`src/rtl/gslcd_pixel_unpack.sv`:
```
// gslcd_pixel_unpack: pixel-clock gearbox between the framebuffer read FIFO and the LCD
// timing stage. Unpacks 32-bit framebuffer words into one 24-bit RGB pixel per transfer,
// tagging end-of-line and end-of-frame against the active area.
//
// Ports:
//   aclk, areset        clock; synchronous active-high reset
//   mode                layout: 0 RGB888 packed, 1 XRGB8888, 2 RGB565, 3 same as 1
//                       (latched on frame_start)
//   frame_start         single-cycle pulse; flushes the block and starts a frame
//   s_tdata/s_tvalid/s_tready   framebuffer word stream, byte 0 in [7:0]
//   m_pixel/m_valid/m_ready     pixel stream, first byte in [7:0]
//   m_eol, m_eof        qualify m_valid: last pixel of line / of frame
//   busy                high from frame_start until the eof pixel is accepted
//
// Optional build macro GSLCD_UNPACK_CHECK_EN adds s_tlast (in) and err_underflow
// (out, sticky until areset), flagging a word stream that ends too early or keeps
// going past its last word.

module gslcd_pixel_unpack #(
  parameter int unsigned H_ACTIVE = 800,
  parameter int unsigned V_ACTIVE = 480,
  parameter int unsigned CNT_W    = 19
) (
  input  logic        aclk,
  input  logic        areset,
  input  logic [1:0]  mode,
  input  logic        frame_start,
  input  logic [31:0] s_tdata,
  input  logic        s_tvalid,
  output logic        s_tready,
`ifdef GSLCD_UNPACK_CHECK_EN
  input  logic        s_tlast,
  output logic        err_underflow,
`endif
  output logic [23:0] m_pixel,
  output logic        m_valid,
  input  logic        m_ready,
  output logic        m_eol,
  output logic        m_eof,
  output logic        busy
);

  // StLast: eof pixel sits in the output register, extraction and input are frozen.
  typedef enum logic [1:0] {StIdle, StRun, StLast} state_e;

  state_e            state_q, state_d;
  logic [1:0]        mode_q, mode_d;
  logic [63:0]       bytes_q, bytes_d;
  logic [3:0]        cnt_q, cnt_d;
  logic [23:0]       pix_q, pix_d;
  logic              vld_q, vld_d;
  logic              eol_q, eol_d;
  logic              eof_q, eof_d;
  logic [CNT_W-1:0]  h_q, h_d;
  logic [CNT_W-1:0]  v_q, v_d;

  logic [3:0]        need;
  logic [3:0]        cons;
  logic [3:0]        cnt_rem;
  logic [63:0]       bytes_sh;
  logic [15:0]       h565;
  logic [23:0]       pix_new;
  logic              acc;
  logic              load;
  logic              eof_accept;
  logic              line_end;
  logic              frame_end;

  // Bytes needed per pixel for the latched layout; mode_q is never 3.
  always_comb begin
    need = 4'd4;
    unique case (mode_q)
      2'd0:    need = 4'd3;
      2'd2:    need = 4'd2;
      default: need = 4'd4;
    endcase
  end

  assign h565    = bytes_q[15:0];
  // RGB565 expands each field by replicating its MSBs into the low bits.
  assign pix_new = (mode_q == 2'd2) ?
                   {h565[4:0], h565[4:2], h565[10:5], h565[10:9], h565[15:11], h565[15:13]} :
                   bytes_q[23:0];

  assign s_tready   = (state_q == StRun) && (cnt_q <= 4'd4) && !frame_start;
  assign acc        = s_tvalid && s_tready;
  assign load       = (state_q == StRun) && (!vld_q || m_ready) && (cnt_q >= need) &&
                      !frame_start;
  assign eof_accept = (state_q == StLast) && vld_q && m_ready;
  assign cons       = load ? need : 4'd0;
  assign cnt_rem    = cnt_q - cons;
  assign bytes_sh   = bytes_q >> {cons, 3'b000};
  assign line_end   = (h_q == CNT_W'(H_ACTIVE - 1));
  assign frame_end  = line_end && (v_q == CNT_W'(V_ACTIVE - 1));

  always_comb begin
    state_d = state_q;
    mode_d  = mode_q;
    bytes_d = bytes_sh;
    cnt_d   = cnt_rem;
    pix_d   = pix_q;
    vld_d   = vld_q;
    eol_d   = eol_q;
    eof_d   = eof_q;
    h_d     = h_q;
    v_d     = v_q;

    // New word lands right after whatever survives this cycle's consumption.
    if (acc) begin
      bytes_d = bytes_sh | ({32'h0, s_tdata} << {cnt_rem, 3'b000});
      cnt_d   = cnt_rem + 4'd4;
    end

    if (vld_q && m_ready) begin
      vld_d = 1'b0;
    end

    if (load) begin
      vld_d = 1'b1;
      pix_d = pix_new;
      eol_d = line_end;
      eof_d = frame_end;
      if (line_end) begin
        h_d = '0;
        v_d = v_q + 1'b1;
      end else begin
        h_d = h_q + 1'b1;
      end
      if (frame_end) begin
        state_d = StLast;
      end
    end

    // Frame complete: leftover bytes are dropped.
    if (eof_accept) begin
      state_d = StIdle;
      bytes_d = '0;
      cnt_d   = '0;
      eol_d   = 1'b0;
      eof_d   = 1'b0;
      h_d     = '0;
      v_d     = '0;
    end

    if (frame_start) begin
      state_d = StRun;
      mode_d  = (mode == 2'd3) ? 2'd1 : mode;
      bytes_d = '0;
      cnt_d   = '0;
      pix_d   = '0;
      vld_d   = 1'b0;
      eol_d   = 1'b0;
      eof_d   = 1'b0;
      h_d     = '0;
      v_d     = '0;
    end
  end

  always_ff @(posedge aclk) begin
    if (areset) begin
      state_q <= StIdle;
      mode_q  <= 2'd0;
      bytes_q <= '0;
      cnt_q   <= '0;
      pix_q   <= '0;
      vld_q   <= 1'b0;
      eol_q   <= 1'b0;
      eof_q   <= 1'b0;
      h_q     <= '0;
      v_q     <= '0;
    end else begin
      state_q <= state_d;
      mode_q  <= mode_d;
      bytes_q <= bytes_d;
      cnt_q   <= cnt_d;
      pix_q   <= pix_d;
      vld_q   <= vld_d;
      eol_q   <= eol_d;
      eof_q   <= eof_d;
      h_q     <= h_d;
      v_q     <= v_d;
    end
  end

  assign m_pixel = pix_q;
  assign m_valid = vld_q;
  assign m_eol   = eol_q;
  assign m_eof   = eof_q;
  assign busy    = (state_q != StIdle);

`ifdef GSLCD_UNPACK_CHECK_EN
  localparam int unsigned FrameTotal = H_ACTIVE * V_ACTIVE;

  logic [CNT_W-1:0] pix_cnt_q, pix_cnt_d;
  logic [CNT_W-1:0] remain;
  logic             last_seen_q, last_seen_d;
  logic             err_q, err_d;

  assign remain = CNT_W'(FrameTotal) - pix_cnt_q;

  always_comb begin
    pix_cnt_d   = pix_cnt_q;
    last_seen_d = last_seen_q;
    err_d       = err_q;
    if (load) begin
      pix_cnt_d = pix_cnt_q + 1'b1;
    end
    if (eof_accept) begin
      pix_cnt_d = '0;
    end
    if (acc) begin
      // Early last word, or any word after the last one.
      if ((s_tlast && (remain > CNT_W'(4))) || last_seen_q) begin
        err_d = 1'b1;
      end
      if (s_tlast) begin
        last_seen_d = 1'b1;
      end
    end
    if (frame_start) begin
      pix_cnt_d   = '0;
      last_seen_d = 1'b0;
    end
  end

  always_ff @(posedge aclk) begin
    if (areset) begin
      pix_cnt_q   <= '0;
      last_seen_q <= 1'b0;
      err_q       <= 1'b0;
    end else begin
      pix_cnt_q   <= pix_cnt_d;
      last_seen_q <= last_seen_d;
      err_q       <= err_d;
    end
  end

  assign err_underflow = err_q;
`endif

endmodule

```
`config.mk`:
```
export PLATFORM = sky130hd
export DESIGN_NAME = gslcd_pixel_unpack
export DESIGN_NICKNAME = d
export VERILOG_FILES = /design/src/rtl/gslcd_pixel_unpack.sv
export SDC_FILE = /design/constraint.sdc
export NUM_CORES = 1
export LEC_CHECK = 0
export ABC_AREA = 1
export CAP_MARGIN = 20
export CORE_MARGIN = 3
export CORE_UTILIZATION = 53
export CTS_CLUSTER_DIAMETER = 200
export CTS_CLUSTER_SIZE = 20
export DETAILED_ROUTE_END_ITERATION = 8
export PLACE_DENSITY = 0.73
export REMOVE_ABC_BUFFERS = 1
export SLEW_MARGIN = 5
export SYNTH_ARGS = -nofsm -noshare
export SYNTH_HDL_FRONTEND = slang
export SYNTH_SLANG_ARGS = --single-unit
export TNS_END_PERCENT = 5
```
`constraint.sdc`:
```
create_clock -name aclk -period 9.9 [get_ports aclk]
set_input_delay 1.98 -clock aclk [delete_from_list [all_inputs] [get_ports aclk]]
set_output_delay 1.98 -clock aclk [all_outputs]
set_load 0.005 [all_outputs]
```
Word level (Yosys, flattened, before mapping). Index checks and enable logic that the tools add are counted.

Div/mod/pow operators: 0. Order comparisons: 2. Multiply operators: 0. Eq/ne operators: 6. Bitwise logic cells: 1. $add $sub $neg: 4. Shifts and indexed selects: 2. Reduce and logical (&&, ||, !) cells: 23. Multiplexer cells: 13.

Operator list (count): two-way mux 64 bit (1); bitwise OR 64 bit (1); << shifter 32 x 7 -> 64 bit (1); >> shifter 64 x 7 -> 64 bit (1); adder 19 x 1 -> 19 bit (second input constant) (2); two-way mux 24 bit (1); equality test 19 x 10 -> 1 bit (second input constant) (1); equality test 19 x 9 -> 1 bit (second input constant) (1); two-way mux 19 bit (1); logical AND 1 bit (10); two-way mux 4 bit (2); equality test 2 bit (second input constant) (3); two-way mux 1 bit (6); one-hot mux 3 bit (2 select lines) (1); AND reduction 2 bit (3); nonzero test 3 bit (2); adder 4 x 3 -> 4 bit (second input constant) (1); >= comparator 4 bit (1); <= comparator 4 x 3 -> 1 bit (second input constant) (1); nonzero test 2 bit (2); subtractor 4 bit (1); OR reduction 3 bit (1); equality test 2 x 1 -> 1 bit (second input constant) (1); logical NOT 1 bit (2); 4 further kinds (4).

Output and inout bits: 29. Memories kept: 0. Memory bits (writable): 0. ROM bits: 0. Bits in latches: 0. Input bits: 39. Logic and storage cells: 62. Register bits: 137.

Logic depth before layout (Yosys ltp).
Word-level depth: 10. Mapped depth: 23. Mapped depth without buffers: 19.

Worst setup path after synthesis. No wires, ideal clock.

Path kind: input-to-reg. From: input port m_ready. To: register bytes_q[32]. Stages: 13. Setup time: 0.132 ns. Arrival: 4.213 ns. Setup slack: 5.555 ns. Required time: 9.768 ns. Path through: nor2_1 nor2_4 nand3_4 nor2_2 inv_2 buf_2 ha_1 xor2_1 clkbuf_1 clkbuf_1 nand3_1 nand2_1 a21oi_1.

Word-level cells in the longest chain between the ends: 9.

Ends and longest elaborated chain: from (decl) (line 37) `input logic m_ready,`; logical OR 1 bit (line 87) `assign load = (state_q == StRun) && (!vld_q || m_ready) && (cnt_q >= need) &&`; logical AND 1 bit (3 in series) (line 87); two-way mux 4 bit (line 90) `assign cons = load ? need : 4'd0;`; subtractor 4 bit (line 91) `assign cnt_rem = cnt_q - cons;`; << shifter 32 x 7 -> 64 bit (line 110) `bytes_d = bytes_sh | ({32'h0, s_tdata} << {cnt_rem, 3'b000});`; bitwise OR 64 bit (line 110); two-way mux 64 bit (line 109) `if (acc) begin`; to (signal assigned) (line 174) `bytes_q <= bytes_d;`; to (decl) (line 48) `logic [63:0] bytes_q, bytes_d;`.

Several ways; a longest one is shown, not always the timed one. A chain may end at the register's enable or synchronous reset.

Worst setup path after layout.
From: input port m_ready. To: register bytes_q[31].

Same word-level chain as after synthesis.

==> run_results.csv <==
group,metric,value,unit
power_and_ir_drop,peakVddDrop,0.000123,V
routing,post_drt_wl_per_cell,15.2,um
routing,viasPerCell,5.56,
cells_and_area,fillers,1509,
floorplan,initial_core_util,54.8,%
clocking,cts.reportedPaths.clkPinSlew,0.06,ns
floorplan,die_y,132,um
clocking,cts_buffer_depth,2,
clocking,clockRootBuffer,"clkbuf_16",
sta,hold_viol_final,0,
setup_path,critPathKind,"in -> reg",
synthesis,synth-warning-count,0,
sta,tns,0,ns
status,outcome,"finished, final reports clean",
clocking,postCtsResizedCells,0,
placed_design,portBuffers,67,
placed_design,place_area,9100,sq um
synthesis,synth_area_leaders,"dfxtp_1 (32%), nand2_1 (16%), nand3_1 (8.5%)",
placed_design,place_congestion,0.950,
clocking,postCtsHoldBufs,0,
floorplan,io_pins,68,
grt,grt_usage,27.2,%
synthesis,synth-seq-cells,137,
cells_and_area,final_common_cell,"nand2_1",
grt,antenna_found_initial,0,
power_and_ir_drop,p_total,0.00142,W
power_and_ir_drop,p_leak,3.74,nW
grt,grt_pass1_vias,7641,
synthesis,syn_area,8460,sq um
sta,min_period_over_period,64.6,%
setup_path,critPathRequiredTime,10.24,ns
routing,dr.pass1.iters,5,
clocking,post_cts_buffers,0,
clocking,cts_buffers,17,
grt,grt-ovfl-total,0,
clocking,clock_latency,0.42,ns
floorplan,die_area,17500,sq um
routing,wl_met2,9.89,mm
placed_design,dp_hpwl,16.4,mm
routing,wl_met1,11.6,mm
routing,dr_wl_met3,2.16,mm
sta,setup_violations,0,
routing,drcViolationCount,0,
floorplan,fp-row-count,45,
synthesis,syn_inst,1322,
sta,fin_skew,0.00696,ns
grt,grt_pass1_wl,39.4,mm
cells_and_area,final_area,9750,sq um
setup_path,cp.arrival,6.73,ns
min_path,hold_class,"reg -> reg",
sta,relSlewSlack,32.7,%
synthesis,synth_top_area_share,32.4,%
synthesis,seq_area_frac_synth,32.4,%
sta,worstMarginPinSlew,1.01,ns
clocking,ctsHtreeMaxLevel,4,
routing,ant_nets,0,
grt,grt_max_degree,88,
setup_path,start_kind,"input port",
cells_and_area,final_nets,1393,
synthesis,synth.largest_area_cell,"dfxtp_1",
routing,vias,8722,
setup_path,end_kind,"register",
run,cap_violations,0,
routing,top_layer,"met4",
cells_and_area,drive_above_1_share,6.25,%
floorplan,core_area,15400,sq um
synthesis,syn_avg_cell_area,6.40,sq um
clocking,cts_tree,"yes",
sta,fmax,156,MHz
cells_and_area,layout_common_cells,"nand2_1 (356), inv_1 (169), nand3_1 (143), dfxtp_1 (137), a21oi_1 (112)",
sta,grt_setup_unrepaired,"false",
cells_and_area,syn_to_final_growth,15.3,%
floorplan,die_w,132,um
sta,fin_crit,6.39,ns
setup_path,cp_max_fo,54,
cells_and_area,num_antenna_cells,0,
synthesis,synth.distinct_cells,41,
routing,drt_iter0_markers,830,
clocking,clkSinkCount,137,
sta,final_max_slew_viol_count,0,
routing,drt_wl_total,23.9,mm
power_and_ir_drop,cellPowerDensity,146,nW/um^2
## final timing paths
check	slack [ns]	to	cells after the start	startpoint
worst max-delay path	3.51	bytes_q[31]	13	m_ready
worst min-delay path	0.47	bytes_q[54]	2	bytes_q[54]
worst max register to register	4.10	bytes_q[31]	16	mode_q[0]
worst min register to register	0.47	bytes_q[54]	2	bytes_q[54]
## cell type report
cell class | instances | area [sq um] | area share, %
Multi-Input combinational cell | 938 | 4700 | 48.2
Sequential cell | 137 | 2740 | 28.1
Timing Repair Buffer | 76 | 746 | 7.65
Inverter | 176 | 661 | 6.78
Clock buffer | 18 | 439 | 4.50
Tap cell | 211 | 264 | 2.71
Clock inverter | 14 | 194 | 1.99
## sequential cells by signal, indices dropped and copies added (netlist names)
signal	flops
bytes_q	64
cnt_q	4
h_q	19
m_eof	1
m_eol	1
m_pixel	24
m_valid	1
mode_q	2
state_q	2
v_q	19
## worst max-delay path: stages
cell             delay, ns
clkdlybuf4s50_1       0.48
nor2_1                0.08
nor2_4                0.16
nand3_4               0.56
nor2_2                0.81
inv_2                 0.41
ha_1                  0.46
xor2_2                0.16
buf_4                 0.30
inv_2                 0.26
nor2_4                0.69
nand2_1               0.15
a21oi_1               0.18
## power breakdown
group	switching [W]	internal (W)
combinational	0.000114	0.0000571
sequential	0.00000645	0.000558
clock	0.000256	0.000430
total	0.000376	0.00104
## metal layers
metal	GRT usage, %	vias up
met5	0	-
met4	6.29	0
met3	5.42	17
met2	38.9	375
met1	41.9	3926
li1	-	4404
## kinds of logic (layout without fill, tap and decap cells)
| logic type | after synthesis | in the layout | synth area share, % |
|---|---|---|---|
| AOI/OAI and AO/OA | 259 | 259 | 17.4 |
| xor gates and xnor gates | 14 | 14 | 1.45 |
| adders and majority gates | 8 | 8 | 1.27 |
| buffers and inverters | 247 | 284 | 12.1 |
| DFF | 137 | 137 | 32.4 |
| and+or+nand+nor | 657 | 657 | 35.3 |
## cell usage after synthesis
master	count
a211oi_1	6
dfxtp_1	137
nand2_4	3
nor2_8	1
nand3_2	8
nor2_4	4
o21a_1	4
o21ai_1	8
xor2_1	7
o211a_1	1
fa_1	1
nand2_8	1
nand3_4	4
nand3_1	143
buf_1	8
buf_4	2
nor4_1	8
o211ai_1	33
or2_2	2
and3_1	2
nor3_1	26
xnor2_1	7
o21ai_0	59
nand4_2	2
buf_2	21
buf_6	8
inv_1	169
clkbuf_1	32
ha_1	7
nor2_2	4
o21bai_2	1
o221ai_1	6
nand2_2	4
a31oi_1	25
nor3_2	1
nand4_1	19
o22ai_1	4
inv_2	7
nor2_1	68
a21oi_1	112
nand2_1	357
## stage by stage
step	std cells	hold WS, ns	setup WS (ns)	utilization, %
finish	1570	0.473	3.51	63.2
global route	1570	0.501	3.11	63.2
CTS	1569	0.471	3.58	63.1
detailed placement	1537	0.461	3.17	59.0
global placement	1537	0.454	3.33	59.0
floorplan	1251	0.443	3.80	-
Power figures use the tool's default switching activity.
